===== config.mk =====
export PLATFORM = sky130hd
export DESIGN_NAME = mac_array_stream_flat
export DESIGN_NICKNAME = d
export VERILOG_FILES = /design/src/rtl/mac_array_stream_if.sv /design/src/rtl/mac_array_stream.sv /design/src/flat_wrapper.sv
export SDC_FILE = /design/constraint.sdc
export NUM_CORES = 2
export LEC_CHECK = 0
export CAP_MARGIN = 20
export CORE_ASPECT_RATIO = 2
export CORE_MARGIN = 5
export CORE_UTILIZATION = 61
export DETAILED_ROUTE_END_ITERATION = 7
export GPL_TIMING_DRIVEN = 1
export PLACE_DENSITY = 0.9
export SYNTH_ARGS = -nofsm -noshare
export SYNTH_HDL_FRONTEND = slang
export SYNTH_SLANG_ARGS = --single-unit

===== constraint.sdc =====
create_clock -name clk -period 32.2 [get_ports clk]
set_clock_uncertainty 0.1 [all_clocks]
set_input_delay 6.44 -clock clk [delete_from_list [all_inputs] [get_ports clk]]
set_output_delay 6.44 -clock clk [all_outputs]
set_load 0.1 [all_outputs]

===== src/rtl/mac_array_stream_if.sv =====
// rtl/mac_array_stream_if.sv - activation/weight input stream and result output handshake
interface mac_array_stream_if #(
  parameter int N_CH  = 10,
  parameter int IN_W  = 8,
  parameter int W_W   = 8,
  parameter int OUT_W = 24
);
  logic                    inValid;
  logic                    inReady;
  logic [IN_W-1:0]         actIn;
  logic [N_CH*W_W-1:0]     weightsIn;
  logic [N_CH*OUT_W-1:0]   sumOut;
  logic                    outValid;
  logic                    outReady;

  modport slave (
    input  inValid, actIn, weightsIn, outReady,
    output inReady, sumOut, outValid
  );

  modport master (
    output inValid, actIn, weightsIn, outReady,
    input  inReady, sumOut, outValid
  );
endinterface


===== src/rtl/mac_array_stream.sv =====
// rtl/mac_array_stream.sv - N_CH saturating signed MAC channels over a shared unsigned activation stream
module mac_array_stream #(
  parameter int N_CH  = 10,
  parameter int IN_W  = 8,
  parameter int W_W   = 8,
  parameter int OUT_W = 24,
  parameter int DEPTH = 16,
  parameter int CNT_W = $clog2(DEPTH + 1)
) (
  input  logic                clk,
  input  logic                clr,
  input  logic                biasLoad,
  input  logic [N_CH*W_W-1:0] biasIn,
  input  logic                start,
  output logic [N_CH-1:0]     overflow,
  output logic                busy,
  mac_array_stream_if.slave   s
);

  localparam int PROD_W = W_W + IN_W + 1;
  localparam int EXT_W  = ((OUT_W > PROD_W) ? OUT_W : PROD_W) + 1;
  localparam logic [EXT_W-1:0] SAT_MAX = {{(EXT_W-OUT_W+1){1'b0}}, {(OUT_W-1){1'b1}}};
  localparam logic [EXT_W-1:0] SAT_MIN = {{(EXT_W-OUT_W+1){1'b1}}, {(OUT_W-1){1'b0}}};

  typedef enum logic [1:0] {S_IDLE, S_ACCUM, S_DONE} state_t;

  state_t                    r_state;
  state_t                    w_next;
  logic [OUT_W-1:0]          r_acc  [N_CH];
  logic [OUT_W-1:0]          r_bias [N_CH];
  logic [OUT_W-1:0]          r_sum  [N_CH];
  logic [N_CH-1:0]           r_ovf;
  logic [CNT_W-1:0]          r_cnt;

  logic                      w_accept;
  logic                      w_last;
  logic [OUT_W-1:0]          w_bias_new [N_CH];
  logic [OUT_W-1:0]          w_seed     [N_CH];
  logic signed [PROD_W-1:0]  w_prod     [N_CH];
  logic signed [EXT_W-1:0]   w_sum      [N_CH];
  logic [OUT_W-1:0]          w_sat      [N_CH];
  logic [N_CH-1:0]           w_clamp;

  assign w_accept = s.inValid && (r_state == S_ACCUM);
  assign w_last   = (r_cnt == CNT_W'(DEPTH - 1));

  always_ff @(posedge clk) begin
    if (!clr) r_state <= S_IDLE;
    else      r_state <= w_next;
  end

  always_comb begin
    w_next = r_state;
    case (r_state)
      S_IDLE:  if (start) w_next = S_ACCUM;
      S_ACCUM: if (w_accept && w_last) w_next = S_DONE;
      S_DONE:  if (s.outReady) w_next = S_IDLE;
      default: w_next = S_IDLE;
    endcase
  end

  always_comb begin
    s.inReady  = (r_state == S_ACCUM);
    s.outValid = (r_state == S_DONE);
    busy       = (r_state != S_IDLE);
  end

  // Sum is formed one bit wider than either operand so the clamp sees the true value.
  always_comb begin
    w_clamp = '0;
    for (int m = 0; m < N_CH; m++) begin
      w_bias_new[m] = {{(OUT_W-W_W){biasIn[m*W_W+W_W-1]}}, biasIn[m*W_W +: W_W]};
      w_seed[m]     = biasLoad ? w_bias_new[m] : r_bias[m];
      w_prod[m]     = $signed({{(PROD_W-W_W){s.weightsIn[m*W_W+W_W-1]}}, s.weightsIn[m*W_W +: W_W]})
                    * $signed({{(PROD_W-IN_W){1'b0}}, s.actIn});
      w_sum[m]      = $signed({{(EXT_W-OUT_W){r_acc[m][OUT_W-1]}}, r_acc[m]})
                    + $signed({{(EXT_W-PROD_W){w_prod[m][PROD_W-1]}}, w_prod[m]});
      if (w_sum[m] > $signed(SAT_MAX)) begin
        w_sat[m]   = SAT_MAX[OUT_W-1:0];
        w_clamp[m] = 1'b1;
      end else if (w_sum[m] < $signed(SAT_MIN)) begin
        w_sat[m]   = SAT_MIN[OUT_W-1:0];
        w_clamp[m] = 1'b1;
      end else begin
        w_sat[m]   = w_sum[m][OUT_W-1:0];
      end
    end
  end

  always_ff @(posedge clk) begin
    if (!clr) begin
      for (int m = 0; m < N_CH; m++) begin
        r_acc[m]  <= '0;
        r_bias[m] <= '0;
        r_sum[m]  <= '0;
      end
      r_ovf <= '0;
      r_cnt <= '0;
    end else begin
      case (r_state)
        S_IDLE: begin
          for (int m = 0; m < N_CH; m++) begin
            if (biasLoad) r_bias[m] <= w_bias_new[m];
            if (start)    r_acc[m]  <= w_seed[m];
          end
          if (start) begin
            r_cnt <= '0;
            r_ovf <= '0;
          end
        end
        S_ACCUM: begin
          if (w_accept) begin
            for (int m = 0; m < N_CH; m++) begin
              r_acc[m] <= w_sat[m];
              if (w_last) r_sum[m] <= w_sat[m];
            end
            r_ovf <= r_ovf | w_clamp;
            r_cnt <= r_cnt + 1'b1;
          end
        end
        default: ;
      endcase
    end
  end

  always_comb begin
    s.sumOut = '0;
    for (int m = 0; m < N_CH; m++) s.sumOut[m*OUT_W +: OUT_W] = r_sum[m];
  end

  assign overflow = r_ovf;

endmodule


===== src/flat_wrapper.sv =====
// flat-port wrapper written by rule: the top's interface ports become plain ports
module mac_array_stream_flat 
#(
  parameter int N_CH  = 10,
  parameter int IN_W  = 8,
  parameter int W_W   = 8,
  parameter int OUT_W = 24,
  parameter int DEPTH = 16,
  parameter int CNT_W = $clog2(DEPTH + 1)
)
  (clk, clr, biasLoad, biasIn, start, overflow, busy, s_inValid, s_actIn, s_weightsIn, s_outReady, s_inReady, s_sumOut, s_outValid);
  mac_array_stream_if #(.N_CH(N_CH), .IN_W(IN_W), .W_W(W_W), .OUT_W(OUT_W)) s_i ();
  input  logic clk;
  input  logic clr;
  input  logic biasLoad;
  input  logic [N_CH*W_W-1:0] biasIn;
  input  logic start;
  output logic [N_CH-1:0] overflow;
  output logic busy;
  input wire logic [$bits(s_i.inValid)-1:0] s_inValid;
  input wire logic [$bits(s_i.actIn)-1:0] s_actIn;
  input wire logic [$bits(s_i.weightsIn)-1:0] s_weightsIn;
  input wire logic [$bits(s_i.outReady)-1:0] s_outReady;
  output wire logic [$bits(s_i.inReady)-1:0] s_inReady;
  output wire logic [$bits(s_i.sumOut)-1:0] s_sumOut;
  output wire logic [$bits(s_i.outValid)-1:0] s_outValid;
  assign s_i.inValid = s_inValid;
  assign s_i.actIn = s_actIn;
  assign s_i.weightsIn = s_weightsIn;
  assign s_i.outReady = s_outReady;
  assign s_inReady = s_i.inReady;
  assign s_sumOut = s_i.sumOut;
  assign s_outValid = s_i.outValid;
  mac_array_stream #(.N_CH(N_CH), .IN_W(IN_W), .W_W(W_W), .OUT_W(OUT_W), .DEPTH(DEPTH), .CNT_W(CNT_W)) u_core (.clk(clk), .clr(clr), .biasLoad(biasLoad), .biasIn(biasIn), .start(start), .overflow(overflow), .busy(busy), .s(s_i));
endmodule

==> impl_metrics.csv <==
group,metric,value,unit
floorplanning,dieArea,100000,µm²
drt,postRouteAntennaNets,0,
layout,final_area,64400,µm²
layout,fin_nets,7376,
setup_path,path_cells,"buf_2 -> buf_4 -> nand2_1 -> fa_1 -> inv_1 -> fa_1 -> ha_1 -> inv_1 -> fa_1 -> inv_1 -> ha_1 -> ha_1 -> inv_1 -> fa_1 -> nand2b_1 -> a21oi_1 -> o2111ai_1 -> a31oi_1 -> nand4_1 -> nand3_1 -> nor2_1 -> a21boi_1 -> o21ai_0",
clock_tree,cts_root_buf,"clkbuf_16",
place,portBuffers,426,
clock_tree,cts_sinks,577,
layout,multi_input_comb_area,36400,µm²
sta,whs,370,ps
drt,vias_per_cell,6.11,
grt,grt_remaining_overflow,0,
setup_path,crit_path_end,"u_core.r_acc[0][21]",
yosys,postSynthCellCount,5589,
drt,drt_iter0_markers,4212,
sta,min_period_over_period,43.3,%
yosys,synth_edf_count,560,
clock_tree,post_cts_resized,0,
sta,finalMaxSlewViolations,0,
yosys,syn_area_per_cell,10.2,µm²
grt,grt_usage,30.3,%
drt,drt-wirelength-per-cell,21.5,µm
sta,worstMarginPinSlew,1170,ps
drt,wirelength,154000,µm
yosys,async_reset_ff_share,0,%
grt,grt_first_pass_wirelength,244000,µm
sta,max_freq,0.0716,GHz
floorplanning,core_area,93500,µm²
grt,antenna_found_initial,33,
drt,via_count,43800,
place,hpwl,115000,µm
yosys,synth_top_flop_cell,"edfxtp_1",
yosys,yosys_warnings,0,
yosys,yosysTopAreaCell,"edfxtp_1",
setup_path,crit_type,"in2reg",
setup_path,slowest_stage,"a21boi_1",
setup_path,rrSetupSlack,25100,ps
floorplanning,initial_core_util,61.2,%
layout,fillers,6471,
layout,fin_util,68.9,%
floorplanning,boundaryPins,427,
setup_path,endpoint_kind,"flip-flop",
yosys,ys_types,92,
clock_tree,cts_max_level,2,
place,place_ws,17610,ps
setup_path,cp-startpoint,"s_actIn[3]",
grt,grt_max_degree,74,
setup_path,worstPathArrival,14180,ps
yosys,yosysSeqAreaShare,30.0,%
yosys,synth-seq-cells,577,
pwr,powerDensity,89.6,nW/µm²
yosys,synth_commonest_cells,"ha_1, inv_1, edfxtp_1, fa_1, nand2_1",
sta,setup_viol,0,
run_status,status,"finished clean",
clock_tree,cts_hold_buf,0,
worst_hold_path,hp-class,"reg2reg",
clock_tree,postCtsSetupRepairBufs,0,
yosys,syn_area,57200,µm²
layout,drive_gt1_share,3.55,%
setup_path,cp_max_fo,45,
setup_path,r2r_cells,21,
clock_tree,cts_max_path_buffers,3,
setup_path,r2r_start,"u_core.r_acc[0][4]",
place,gp_congestion,0.954,
layout,area_growth,12.6,%
pwr,p_leak,0.0303,µW
setup_path,rr_endpoint,"u_core.r_acc[0][21]",
sta,grt_setup_unrepaired,"false",
drt,firstDrtPassIters,6,
clock_tree,clk_latency,690,ps
sta,period_needed,13960,ps
sta,fin_ws,18240,ps
clock_tree,path_clk_slew,70,ps
grt,grt_pass1_vias,46200,
sta,slew_headroom,21.6,%
yosys,synth_nets,7068,
run,drv_cap,0,
pwr,ir_worst_vdd,0.0790,mV
drt,drc_errors,0,
setup_path,cp-start-kind,"input pin",
floorplanning,dieHeight,443,µm
place,placed_area,62400,µm²
yosys,yosysMostFrequentCell,"ha_1",
sta,hold_viol,0,
yosys,yosys-top-cells-area,"edfxtp_1, fa_1, ha_1, inv_1, and2_1",
setup_path,worstPathRequired,32430,ps
clock_tree,cts_tree,"yes",
setup_path,cpPeakStageDelay,830,ps
clock_tree,cts_made_buffers,54,
yosys,synth_top_cell_area_share,29.4,%
floorplanning,rows,159,
sta,final.setup.tns,0,ps
floorplanning,die_x,227,µm
layout,ff_latch_area,17200,µm²
[how the worst min path moves through the flow]
stage / cells after the start / from / slack [ps] / to
detailed placement: 2 / u_core.overflow[7] / 340 / u_core.overflow[7]
global route: 2 / u_core.r_cnt[4] / 390 / u_core.r_cnt[4]
global placement: 2 / u_core.overflow[2] / 350 / u_core.overflow[2]
floorplan: 2 / u_core.r_cnt[4] / 340 / u_core.r_cnt[4]
finish: 2 / u_core.overflow[7] / 370 / u_core.overflow[7]
CTS: 2 / u_core.overflow[7] / 360 / u_core.overflow[7]
[stage by stage]
stage	power (µW)	std cells
5_1_grt	6210	7152
6_report	5770	7172
3_3_place_gp	4750	7043
4_1_cts	5710	7147
3_5_place_dp	4930	7045
2_1_floorplan	3960	5589
[registers in the layout (all words and copies together), names as in the netlist]
| signal | cells |
|---|---|
| u_core.r_state | 2 |
| u_core.overflow | 10 |
| u_core.r_sum | 240 |
| u_core.r_acc | 240 |
| u_core.r_bias | 80 |
| u_core.r_cnt | 5 |
[power by group]
part	internal (µW)	switching (µW)
combinational	1590	2470
clock	375	341
sequential	957	43.4
[critical path: cells and delay by family]
family | cells | cell delay (ps)
AOI/OAI and AO/OA | 5 | 2070
adders and majority gates | 7 | 2710
buffers and inverters | 6 | 1500
and+or+nand+nor | 5 | 1450
[area by class of cell]
class	count	area share, %
Tap cell	1207	2.34
Multi-Input combinational cell	4052	56.6
Clock inverter	46	0.851
Inverter	747	4.35
Clock buffer	56	2.11
Antenna cell	22	0.0855
Sequential cell	577	26.6
Timing Repair Buffer	465	7.05
[cells in the final DEF (no fill, tap or decap), types with 23 or more instances in the layout]
cell type,instances
a21o_1,101
a21oi_1,265
and2_1,387
buf_4,39
clkbuf_16,54
clkdlybuf4s50_1,416
edfxtp_1,560
fa_1,523
ha_1,782
inv_1,747
maj3_1,92
mux2i_1,73
nand2_1,447
nand2b_1,74
nand3_1,38
nor2_1,380
o211ai_1,23
o21a_1,29
o21ai_0,266
o22ai_1,70
xnor2_1,94
xor2_1,79
[kinds of logic after synthesis]
logic type | Yosys count | synth area share, %
simple gates | 1467 | 12.4
fa+ha+maj | 1397 | 37.0
buf+inv | 960 | 6.40
compound gates | 929 | 10.0
flops | 577 | 30.0
xor+xnor | 173 | 2.65
mux | 86 | 1.53
[per-layer routing]
| metal | wire length (µm) | track usage [%] | up-vias |
|---|---|---|---|
| li1 | - | - | 19500 |
| met2 | 71200 | 48.6 | 2532 |
| met3 | 18100 | 8.58 | 487 |
| met1 | 58500 | 39.6 | 21300 |
| met4 | 6070 | 10.6 | 24 |
| met5 | 169 | 0 | - |
(Power assumes the default switching activity.)
